## src/rtl/uart_mmio_ctrl.sv

```systemverilog
// ---------------------------------------------------------------------------
// uart_mmio_ctrl
//   Memory-mapped bridge between the CPU load/store stage and the on-chip
//   UART. Sequences the TX/RX handshakes, buffers received bytes, and exposes
//   a status word plus cycle / retired-instruction counters. Loads return one
//   cycle after the strobe, matching the synchronous data memories.
//
//   Build option:
//     UART_RX_FIFO_EN  defined   -> RX buffer is an RX_FIFO_DEPTH-entry FIFO
//                      undefined -> RX buffer is a single holding register
//   Register map and read latency are identical in both builds.
// ---------------------------------------------------------------------------
module uart_mmio_ctrl #(
    parameter int unsigned RX_FIFO_DEPTH = 8
) (
    input  logic        clk,
    input  logic        rst,
    input  logic        mmio_en,
    input  logic [3:0]  mmio_we,
    input  logic [7:0]  mmio_addr,
    input  logic [31:0] mmio_wdata,
    output logic [31:0] mmio_rdata,
    input  logic        inst_retire,
    input  logic [7:0]  uart_rx_data_out,
    input  logic        uart_rx_data_out_valid,
    output logic        uart_rx_data_out_ready,
    output logic [7:0]  uart_tx_data_in,
    output logic        uart_tx_data_in_valid,
    input  logic        uart_tx_data_in_ready
);

    // Register offsets within the MMIO window
    localparam logic [7:0] ADDR_STATUS  = 8'h00;
    localparam logic [7:0] ADDR_RXDATA  = 8'h04;
    localparam logic [7:0] ADDR_TXDATA  = 8'h08;
    localparam logic [7:0] ADDR_CYCLE   = 8'h10;
    localparam logic [7:0] ADDR_INST    = 8'h14;
    localparam logic [7:0] ADDR_CNT_RST = 8'h18;

    typedef enum logic [0:0] {
        TX_IDLE = 1'b0,
        TX_PEND = 1'b1
    } tx_state_e;

    // ------------------------------------------------------------------
    // Access decode
    // ------------------------------------------------------------------
    logic read_s;
    logic write_s;
    logic tx_wr_s;
    logic cnt_rst_s;
    logic pop_s;
    logic push_s;
    logic rx_avail_s;
    logic rx_full_s;
    logic [7:0] rx_head_s;
    logic tx_ready_s;

    assign read_s    = mmio_en && (mmio_we == 4'b0000);
    assign write_s   = mmio_en && (mmio_we != 4'b0000);
    assign tx_wr_s   = write_s && (mmio_addr == ADDR_TXDATA) && mmio_we[0];
    assign cnt_rst_s = write_s && (mmio_addr == ADDR_CNT_RST);
    assign pop_s     = read_s && (mmio_addr == ADDR_RXDATA) && rx_avail_s;
    assign push_s    = uart_rx_data_out_valid && uart_rx_data_out_ready;

    // Upper store-data bits and the depth parameter are not needed by every build
    logic unused_ok_s;
    assign unused_ok_s = ^{mmio_wdata[31:8], 32'(RX_FIFO_DEPTH)};

    // ------------------------------------------------------------------
    // RX ready enable: held low in reset, high from the first cycle after
    // ------------------------------------------------------------------
    logic rx_en_q;

    // Arms the RX handshake once reset has been released
    always_ff @(posedge clk or negedge rst) begin
        if (!rst) begin
            rx_en_q <= 1'b0;
        end else begin
            rx_en_q <= 1'b1;
        end
    end

    // A full buffer can still take a byte in the cycle its head is popped
    assign uart_rx_data_out_ready = rx_en_q && (!rx_full_s || pop_s);

`ifdef UART_RX_FIFO_EN
    // ------------------------------------------------------------------
    // RX buffer: circular FIFO with wrapping pointers and occupancy count
    // ------------------------------------------------------------------
    localparam int unsigned PTR_W = (RX_FIFO_DEPTH > 1) ? $clog2(RX_FIFO_DEPTH) : 1;
    localparam logic [PTR_W:0] DEPTH_C = (PTR_W + 1)'(RX_FIFO_DEPTH);

    logic [7:0]       fifo_mem_q [RX_FIFO_DEPTH];
    logic [PTR_W-1:0] rd_ptr_q;
    logic [PTR_W-1:0] rd_ptr_d;
    logic [PTR_W-1:0] wr_ptr_q;
    logic [PTR_W-1:0] wr_ptr_d;
    logic [PTR_W:0]   count_q;
    logic [PTR_W:0]   count_d;

    assign rx_head_s  = fifo_mem_q[rd_ptr_q];
    assign rx_avail_s = (count_q != '0);
    assign rx_full_s  = (count_q == DEPTH_C);

    // Next pointer / occupancy; push and pop together leave the count unchanged
    always_comb begin
        rd_ptr_d = rd_ptr_q;
        wr_ptr_d = wr_ptr_q;
        count_d  = count_q;
        if (push_s) begin
            wr_ptr_d = wr_ptr_q + PTR_W'(1);
        end else begin
            wr_ptr_d = wr_ptr_q;
        end
        if (pop_s) begin
            rd_ptr_d = rd_ptr_q + PTR_W'(1);
        end else begin
            rd_ptr_d = rd_ptr_q;
        end
        case ({push_s, pop_s})
            2'b10:   count_d = count_q + (PTR_W + 1)'(1);
            2'b01:   count_d = count_q - (PTR_W + 1)'(1);
            default: count_d = count_q;
        endcase
    end

    // FIFO pointer and count registers
    always_ff @(posedge clk or negedge rst) begin
        if (!rst) begin
            rd_ptr_q <= '0;
            wr_ptr_q <= '0;
            count_q  <= '0;
        end else begin
            rd_ptr_q <= rd_ptr_d;
            wr_ptr_q <= wr_ptr_d;
            count_q  <= count_d;
        end
    end

    // FIFO storage: writes the accepted RX byte at the write pointer
    always_ff @(posedge clk or negedge rst) begin
        if (!rst) begin
            for (int i = 0; i < RX_FIFO_DEPTH; i++) begin
                fifo_mem_q[i] <= 8'h00;
            end
        end else if (push_s) begin
            fifo_mem_q[wr_ptr_q] <= uart_rx_data_out;
        end
    end
`else
    // ------------------------------------------------------------------
    // RX buffer: single holding register with full flag
    // ------------------------------------------------------------------
    logic [7:0] hold_q;
    logic [7:0] hold_d;
    logic       full_q;
    logic       full_d;

    assign rx_head_s  = hold_q;
    assign rx_avail_s = full_q;
    assign rx_full_s  = full_q;

    // A push (possibly alongside a pop) refills the slot; a lone pop empties it
    always_comb begin
        hold_d = hold_q;
        full_d = full_q;
        if (push_s) begin
            hold_d = uart_rx_data_out;
            full_d = 1'b1;
        end else if (pop_s) begin
            full_d = 1'b0;
        end else begin
            full_d = full_q;
        end
    end

    // Holding register and its full flag
    always_ff @(posedge clk or negedge rst) begin
        if (!rst) begin
            hold_q <= 8'h00;
            full_q <= 1'b0;
        end else begin
            hold_q <= hold_d;
            full_q <= full_d;
        end
    end
`endif

    // ------------------------------------------------------------------
    // TX handshake FSM
    // ------------------------------------------------------------------
    tx_state_e  tx_state_q;
    tx_state_e  tx_state_d;
    logic [7:0] tx_byte_q;
    logic [7:0] tx_byte_d;

    assign tx_ready_s            = (tx_state_q == TX_IDLE);
    assign uart_tx_data_in_valid = (tx_state_q == TX_PEND);
    assign uart_tx_data_in       = tx_byte_q;

    // Next TX state: latch a byte when idle, hold it until the UART takes it
    always_comb begin
        tx_state_d = tx_state_q;
        tx_byte_d  = tx_byte_q;
        case (tx_state_q)
            TX_IDLE: begin
                if (tx_wr_s) begin
                    tx_byte_d  = mmio_wdata[7:0];
                    tx_state_d = TX_PEND;
                end else begin
                    tx_state_d = TX_IDLE;
                end
            end
            TX_PEND: begin
                // Stores to TXDATA here are dropped; the pending byte is kept
                if (uart_tx_data_in_ready) begin
                    tx_state_d = TX_IDLE;
                end else begin
                    tx_state_d = TX_PEND;
                end
            end
            default: begin
                tx_state_d = TX_IDLE;
            end
        endcase
    end

    // TX state and byte registers
    always_ff @(posedge clk or negedge rst) begin
        if (!rst) begin
            tx_state_q <= TX_IDLE;
            tx_byte_q  <= 8'h00;
        end else begin
            tx_state_q <= tx_state_d;
            tx_byte_q  <= tx_byte_d;
        end
    end

    // ------------------------------------------------------------------
    // Performance counters
    // ------------------------------------------------------------------
    logic [31:0] cycle_cnt_q;
    logic [31:0] cycle_cnt_d;
    logic [31:0] inst_cnt_q;
    logic [31:0] inst_cnt_d;

    // Counter next values; a clear takes priority over the same-cycle increment
    always_comb begin
        cycle_cnt_d = cycle_cnt_q;
        inst_cnt_d  = inst_cnt_q;
        if (cnt_rst_s) begin
            cycle_cnt_d = 32'h0000_0000;
            inst_cnt_d  = 32'h0000_0000;
        end else begin
            cycle_cnt_d = cycle_cnt_q + 32'h0000_0001;
            if (inst_retire) begin
                inst_cnt_d = inst_cnt_q + 32'h0000_0001;
            end else begin
                inst_cnt_d = inst_cnt_q;
            end
        end
    end

    // Counter registers
    always_ff @(posedge clk or negedge rst) begin
        if (!rst) begin
            cycle_cnt_q <= 32'h0000_0000;
            inst_cnt_q  <= 32'h0000_0000;
        end else begin
            cycle_cnt_q <= cycle_cnt_d;
            inst_cnt_q  <= inst_cnt_d;
        end
    end

    // ------------------------------------------------------------------
    // Read data path: one-cycle registered load data, held between reads
    // ------------------------------------------------------------------
    logic [31:0] rdata_q;
    logic [31:0] rdata_d;

    assign mmio_rdata = rdata_q;

    // Select load data; write-only and unmapped offsets read as zero
    always_comb begin
        rdata_d = rdata_q;
        if (read_s) begin
            case (mmio_addr)
                ADDR_STATUS: rdata_d = {30'h0000_0000, rx_avail_s, tx_ready_s};
                ADDR_RXDATA: begin
                    if (rx_avail_s) begin
                        rdata_d = {24'h00_0000, rx_head_s};
                    end else begin
                        rdata_d = 32'h0000_0000;
                    end
                end
                ADDR_CYCLE:  rdata_d = cycle_cnt_q;
                ADDR_INST:   rdata_d = inst_cnt_q;
                default:     rdata_d = 32'h0000_0000;
            endcase
        end else begin
            rdata_d = rdata_q;
        end
    end

    // Load data register
    always_ff @(posedge clk or negedge rst) begin
        if (!rst) begin
            rdata_q <= 32'h0000_0000;
        end else begin
            rdata_q <= rdata_d;
        end
    end

endmodule

```

## config.mk

```make
export PLATFORM = sky130hd
export DESIGN_NAME = uart_mmio_ctrl
export DESIGN_NICKNAME = d
export VERILOG_FILES = /design/src/rtl/uart_mmio_ctrl.sv
export SDC_FILE = /design/constraint.sdc
export NUM_CORES = 1
export LEC_CHECK = 0
export ABC_AREA = 1
export BUFFER_PORTS_ARGS = -buffer_cell sky130_fd_sc_hd__buf_4
export CAP_MARGIN = 20
export CORE_MARGIN = 2
export CORE_UTILIZATION = 45
export CTS_CLUSTER_DIAMETER = 150
export DETAILED_ROUTE_END_ITERATION = 7
export HOLD_SLACK_MARGIN = 0.02
export MAX_ROUTING_LAYER = met4
export PLACE_DENSITY = 0.67
export SLEW_MARGIN = 15
export SYNTH_ARGS = -nofsm -noshare
export SYNTH_HDL_FRONTEND = slang
export SYNTH_SLANG_ARGS = --single-unit
```

## constraint.sdc

```tcl
create_clock -name clk -period 1.6 [get_ports clk]
set_input_delay 0.24 -clock clk [delete_from_list [all_inputs] [get_ports clk]]
set_output_delay 0.24 -clock clk [all_outputs]
set_load 0.05 [all_outputs]
```

# After elaboration in Yosys (flattened, before gate mapping)

Cells that the tools add are included.

Bits in registers: 115
Bits in latches: 0
Memory bits (read-only): 0
Output and inout bits: 42
RAM bits: 0
Logic and storage cells: 43
Memories kept: 0

Reductions and logical operators: 17
Equality and inequality tests: 5
Add/subtract/negate cells: 2
Multiply operators: 0
Order comparisons: 0
Bitwise logic cells: 1
Div/mod/pow operators: 0
Shifts and indexed selects: 0
Multiplexer cells: 10

Operators by type and width:

| operator                                            | count |
|---|---|
| one-hot mux 32 bit (4 select lines)                 | 1 |
| two-way mux 32 bit                                  | 3 |
| adder 32 x 1 -> 32 bit, second input constant       | 2 |
| equality test 8 x 5 -> 1 bit, second input constant | 3 |
| logical AND 1 bit                                   | 9 |
| equality test 8 x 3 -> 1 bit, second input constant | 1 |
| equality test 8 x 4 -> 1 bit, second input constant | 1 |
| zero test 8 bit                                     | 1 |
| two-way mux 8 bit                                   | 1 |
| zero test 4 bit                                     | 1 |
| two-way mux 1 bit                                   | 4 |
| nonzero test 2 bit                                  | 2 |
| nonzero test 4 bit                                  | 1 |
| one-hot mux 1 bit (2 select lines)                  | 1 |
| AND reduction 2 bit                                 | 1 |
| zero test 1 bit                                     | 1 |
| logical OR 1 bit                                    | 1 |
| NOT 1 bit                                           | 1 |

# Depth between registers and ports, before layout

Word-level depth: 8
Mapped depth: 10
Depth with buffers taken out: 9

# Worst setup path after synthesis

Ideal clock, no wire load.

Path kind: input-to-output
Start: input port mmio_addr[5]
End: output port uart_rx_data_out_ready
Arrival time: 1.887 ns
Setup slack: -0.527 ns
Buffers on the path: 0
Data required time: 1.360 ns
Stages on the path: 5
Path through: nor2_1 nand3_1 nor2_4 nand2_4 a21boi_0

Cells in the longest elaborated chain, start to end: 5

Ends and longest elaborated chain:

| element                        | line | text |
|---|---|---|
| start: declaration             | 20   | `input logic [7:0] mmio_addr,` |
| equality test 8 x 3 -> 1 bit   | 63   | `assign pop_s = read_s && (mmio_addr == ADDR_RXDATA) && rx_avail_s;` |
| logical AND 1 bit (2 in a row) | 63   |  |
| logical OR 1 bit               | 85   | `assign uart_rx_data_out_ready = rx_en_q && (!rx_full_s \|\| pop_s);` |
| logical AND 1 bit              | 85   |  |
| end: declaration               | 26   | `output logic uart_rx_data_out_ready,` |

No other way between the ends.

# Final worst setup path

Start: register inst_cnt_q[1]
End: register inst_cnt_q[8]

Cells in the longest elaborated chain, start to end: 3

Ends and longest elaborated chain:

| element                  | line | text |
|---|---|---|
| start: declaration       | 245  | `logic [31:0] inst_cnt_q;` |
| start signal: assignment | 272  | `inst_cnt_q <= inst_cnt_d;` |
| adder 32 x 1 -> 32 bit   | 258  | `inst_cnt_d = inst_cnt_q + 32'h0000_0001;` |
| two-way mux 32 bit       | 257  | `if (inst_retire) begin` |
| two-way mux 32 bit       | 252  | `if (cnt_rst_s) begin` |

No other way between the ends. The select of a mux whose other input is x is not followed.
A chain may end at the register's enable or synchronous reset.

==> summary.json <==
{
  "outcome": {"value": "completed"},
  "via_per_inst": {"value": 5.057},
  "async_reset_ff_frac": {"value": 1.000},
  "rows": {"value": 43},
  "synth.distinct_cells": {"value": 35},
  "antenna_violating_nets_post_route": {"value": 0},
  "grt_overflow": {"value": 0},
  "drc_errors_left": {"value": 0},
  "path_class": {"value": "reg2reg"},
  "die-height": {"value": 123.2, "unit": "µm"},
  "synth_warnings": {"value": 0},
  "syn_area_per_cell": {"value": 7.196, "unit": "µm²"},
  "die_ar": {"value": 15170, "unit": "µm²"},
  "grt.total_usage": {"value": 0.2487},
  "destination_of_the_critical_timing_path": {"value": "inst_cnt_q[8]"},
  "pin_count_of_the_biggest_net_entering_global_routing": {"value": 38},
  "routedWlPerCell": {"value": 14.70, "unit": "µm"},
  "ys_seq_area_frac": {"value": 0.4504},
  "cp-startpoint": {"value": "inst_cnt_q[1]"},
  "maxCapViolations": {"value": 0},
  "wirelength": {"value": 17360, "unit": "µm"},
  "synth_largest_type_area_fraction": {"value": 0.4504},
  "fin_area": {"value": 8049, "unit": "µm²"},
  "ctsLongestPathBuffers": {"value": 2},
  "io-pin-count": {"value": 100},
  "netlist_top_cells_count": {"value": "sky130_fd_sc_hd__nand2_1, sky130_fd_sc_hd__nor2_1, sky130_fd_sc_hd__dfrtp_1"},
  "gp_congestion": {"value": 0.9026},
  "achievable-frequency": {"value": 634.6, "unit": "MHz"},
  "power_switching": {"value": 2784, "unit": "µW"},
  "antenna_found_initial": {"value": 0},
  "p_total": {"value": 9341, "unit": "µW"},
  "synth_nets": {"value": 948},
  "synthMostInstantiatedCell": {"value": "sky130_fd_sc_hd__nand2_1"},
  "postSynthRegisterBits": {"value": 115},
  "clock_insertion_delay_worst_skew": {"value": 0.41, "unit": "ns"},
  "grt_pass1_vias": {"value": 5800},
  "hold_class": {"value": "in2reg"},
  "unrepaired_setup_endpoints_after_global_routing": {"value": "true"},
  "worstSetupEndpointType": {"value": "register"},
  "cts_root_buffer": {"value": "sky130_fd_sc_hd__clkbuf_16"},
  "setup_viol_count_final": {"value": 0},
  "p_comb_frac": {"value": 0.172},
  "ctsHtreeMaxLevel": {"value": 4},
  "drt-initial-drc-count": {"value": 458},
  "power-per-cell-area": {"value": 1161, "unit": "nW/µm²"},
  "timing.critical_path.from_type": {"value": "register"},
  "cp_data_arrival_time": {"value": 1.86, "unit": "ns"},
  "hold_violations": {"value": 0},
  "synthToLayoutAreaGrowth": {"value": 25.96, "unit": "%"},
  "worstReg2RegEnd": {"value": "inst_cnt_q[8]"},
  "numPortBuffers": {"value": 75},
  "pwr-share-seq": {"value": 0.403},
  "timing.reg2reg.worst_path_depth": {"value": 7},
  "placed_area": {"value": 7312, "unit": "µm²"},
  "worstPathRequired": {"value": 1.88, "unit": "ns"},
  "worst_reg2reg_setup_slack": {"value": 0.02, "unit": "ns"},
  "antenna-diode-count": {"value": 0},
  "final-instance-count-excl-fill": {"value": 1181},
  "finalCriticalPeriod": {"value": 1.576, "unit": "ns"},
  "drt_first_pass_iters": {"value": 5},
  "timing.critical_path.fanout_max": {"value": 3},
  "final_net_count": {"value": 1049},
  "grt_first_pass_wirelength": {"value": 28080, "unit": "µm"},
  "dpl.cell_count": {"value": 1145},
  "layout-drive-gt1-share": {"value": 0.1968},
  "post_synth_main_area_contributors": {"value": "sky130_fd_sc_hd__dfrtp_1, sky130_fd_sc_hd__nand2_1, sky130_fd_sc_hd__nor2_1"},
  "synthesis.instances": {"value": 888},
  "ys_dominant_reg_cell": {"value": "sky130_fd_sc_hd__dfrtp_1"},
  "p_clk_frac": {"value": 0.425},
  "synthDominantAreaCellType": {"value": "sky130_fd_sc_hd__dfrtp_1"},
  "finalClockSkew": {"value": 0.004287, "unit": "ns"},
  "numClockSinks": {"value": 115},
  "core": {"value": 13880, "unit": "µm²"},
  "peak_vdd_ir": {"value": 1.130, "unit": "mV"},
  "syn_area": {"value": 6390, "unit": "µm²"},
  "cts_tree": {"value": "built"},
  "finalMaxSlewViolations": {"value": 0},
  "via_count": {"value": 5972},
  "starting_utilization_of_the_core_area": {"value": 0.4603},
  "timing.rr.start": {"value": "inst_cnt_q[1]"},
  "period_share": {"value": 0.9848},
  "dp.final_hpwl": {"value": 12710, "unit": "µm"},
  "tritoncts.num_buffers": {"value": 17},
  "internal_power_component": {"value": 6557, "unit": "µW"},
  "worst_path_clk_slew": {"value": 0.05, "unit": "ns"},
  "power_leakage": {"value": 0.004197, "unit": "µW"},
  "netSwitchingFraction": {"value": 0.2980},
  "edff_count_synth": {"value": 0},
  "fp.dieW": {"value": 123.2, "unit": "µm"}
}
-- critical path, cell delays in order, from the launching register on --
cell,delay (ns)
sky130_fd_sc_hd__dfrtp_1,0.37
sky130_fd_sc_hd__ha_2,0.23
sky130_fd_sc_hd__nand3_4,0.11
sky130_fd_sc_hd__nor2_4,0.16
sky130_fd_sc_hd__buf_4,0.13
sky130_fd_sc_hd__nand2_1,0.05
sky130_fd_sc_hd__o21ai_0,0.25
sky130_fd_sc_hd__a21oi_1,0.12
-- metrics by stage --
step	setup TNS, ns	utilization	hold slack, ns	worst slack, ns
2_1_floorplan	0	-	-0.05559	0.09976
3_3_place_gp	0	0.5268	0.1806	0.05950
3_5_place_dp	0	0.5268	0.1736	0.01798
4_1_cts	0	0.5727	0.04711	0.009855
5_1_grt	-0.2714	0.5799	0.05809	-0.07034
6_report	0	0.5799	0.05242	0.02430
-- what timing repair did --
item	4_1_cts	5_1_grt
hold buffers	2	0
buffers inserted	0	3
endpoints found under the hold margin	20	0
gates resized for setup	0	22
setup endpoints to repair	0	22
-- layer usage --
| layer | up-vias | GRT usage | share of wire |
|---|---|---|---|
| met5 | - | - | 0 |
| met4 | 0 | 0.06037 | 0.013 |
| met3 | 20 | 0.06089 | 0.043 |
| met2 | 123 | 0.3980 | 0.49 |
| met1 | 2847 | 0.3193 | 0.46 |
| li1 | 2982 | - | - |
-- power by group through the flow --
stage | Combinational (µW) | Sequential [µW] | Clock [µW]
finish | 1610 | 3760 | 3970
global placement | 1450 | 3770 | 0
floorplan | 1010 | 3690 | 0
detailed placement | 1480 | 3770 | 0
CTS | 1510 | 3730 | 4010
global route | 1840 | 3810 | 4150
-- cell usage in the layout (no fill, tap or decap), types with 5 or more instances in the layout --
cell                          n
sky130_fd_sc_hd__nand2_2      8
sky130_fd_sc_hd__inv_1       82
sky130_fd_sc_hd__nor2_4      16
sky130_fd_sc_hd__nor2_1     117
sky130_fd_sc_hd__buf_12       6
sky130_fd_sc_hd__nand3_1     54
sky130_fd_sc_hd__buf_4       93
sky130_fd_sc_hd__nand2_1    323
sky130_fd_sc_hd__dfrtp_1    113
sky130_fd_sc_hd__a21oi_1     24
sky130_fd_sc_hd__clkbuf_16   17
sky130_fd_sc_hd__nor3_1      13
sky130_fd_sc_hd__o21ai_0     23
sky130_fd_sc_hd__o22ai_1     11
sky130_fd_sc_hd__xor2_1       8
sky130_fd_sc_hd__nand3_2      7
sky130_fd_sc_hd__inv_2        5
sky130_fd_sc_hd__nand4_1     13
sky130_fd_sc_hd__nor2_2      17
sky130_fd_sc_hd__o21ai_1     10
-- logic make-up after synthesis --
logic type | synth area share
compound gates | 0.05855
buf+inv | 0.06814
xor+xnor | 0.01234
flops | 0.4504
fa+ha+maj | 0.003916
simple gates | 0.4061
other cells | 0.0005869
-- final cells by class --
| cell class | instances | area (µm²) |
|---|---|---|
| Fill cell | 1314 | 5832 |
| Inverter | 88 | 332.8 |
| Multi-Input combinational cell | 666 | 3156 |
| Timing Repair Buffer | 101 | 838.3 |
| Clock inverter | 10 | 156.4 |
| Sequential cell | 115 | 2880 |
| Clock buffer | 21 | 460.4 |
| Tap cell | 180 | 225.2 |
-- registers in the layout, indices dropped and copies added, names as in the netlist --
register and flops:
cycle_cnt_q 32, inst_cnt_q 32, mmio_rdata 32, hold_q 8, uart_tx_data_in 8, full_q 1, rx_en_q 1, uart_tx_data_in_valid 1
-- how the worst min path moves through the flow --
stage / from / end / slack (ns) / depth (start not counted)
floorplan: rst / cycle_cnt_q[0] / -0.06 / 0
global placement: rst / hold_q[7] / 0.18 / 1
CTS: mmio_wdata[0] / uart_tx_data_in[0] / 0.05 / 3
global route: mmio_wdata[0] / uart_tx_data_in[0] / 0.06 / 3
detailed placement: rst / hold_q[3] / 0.17 / 1
finish: mmio_wdata[1] / uart_tx_data_in[1] / 0.05 / 3
Note: power is estimated with default switching activity, not from simulation.
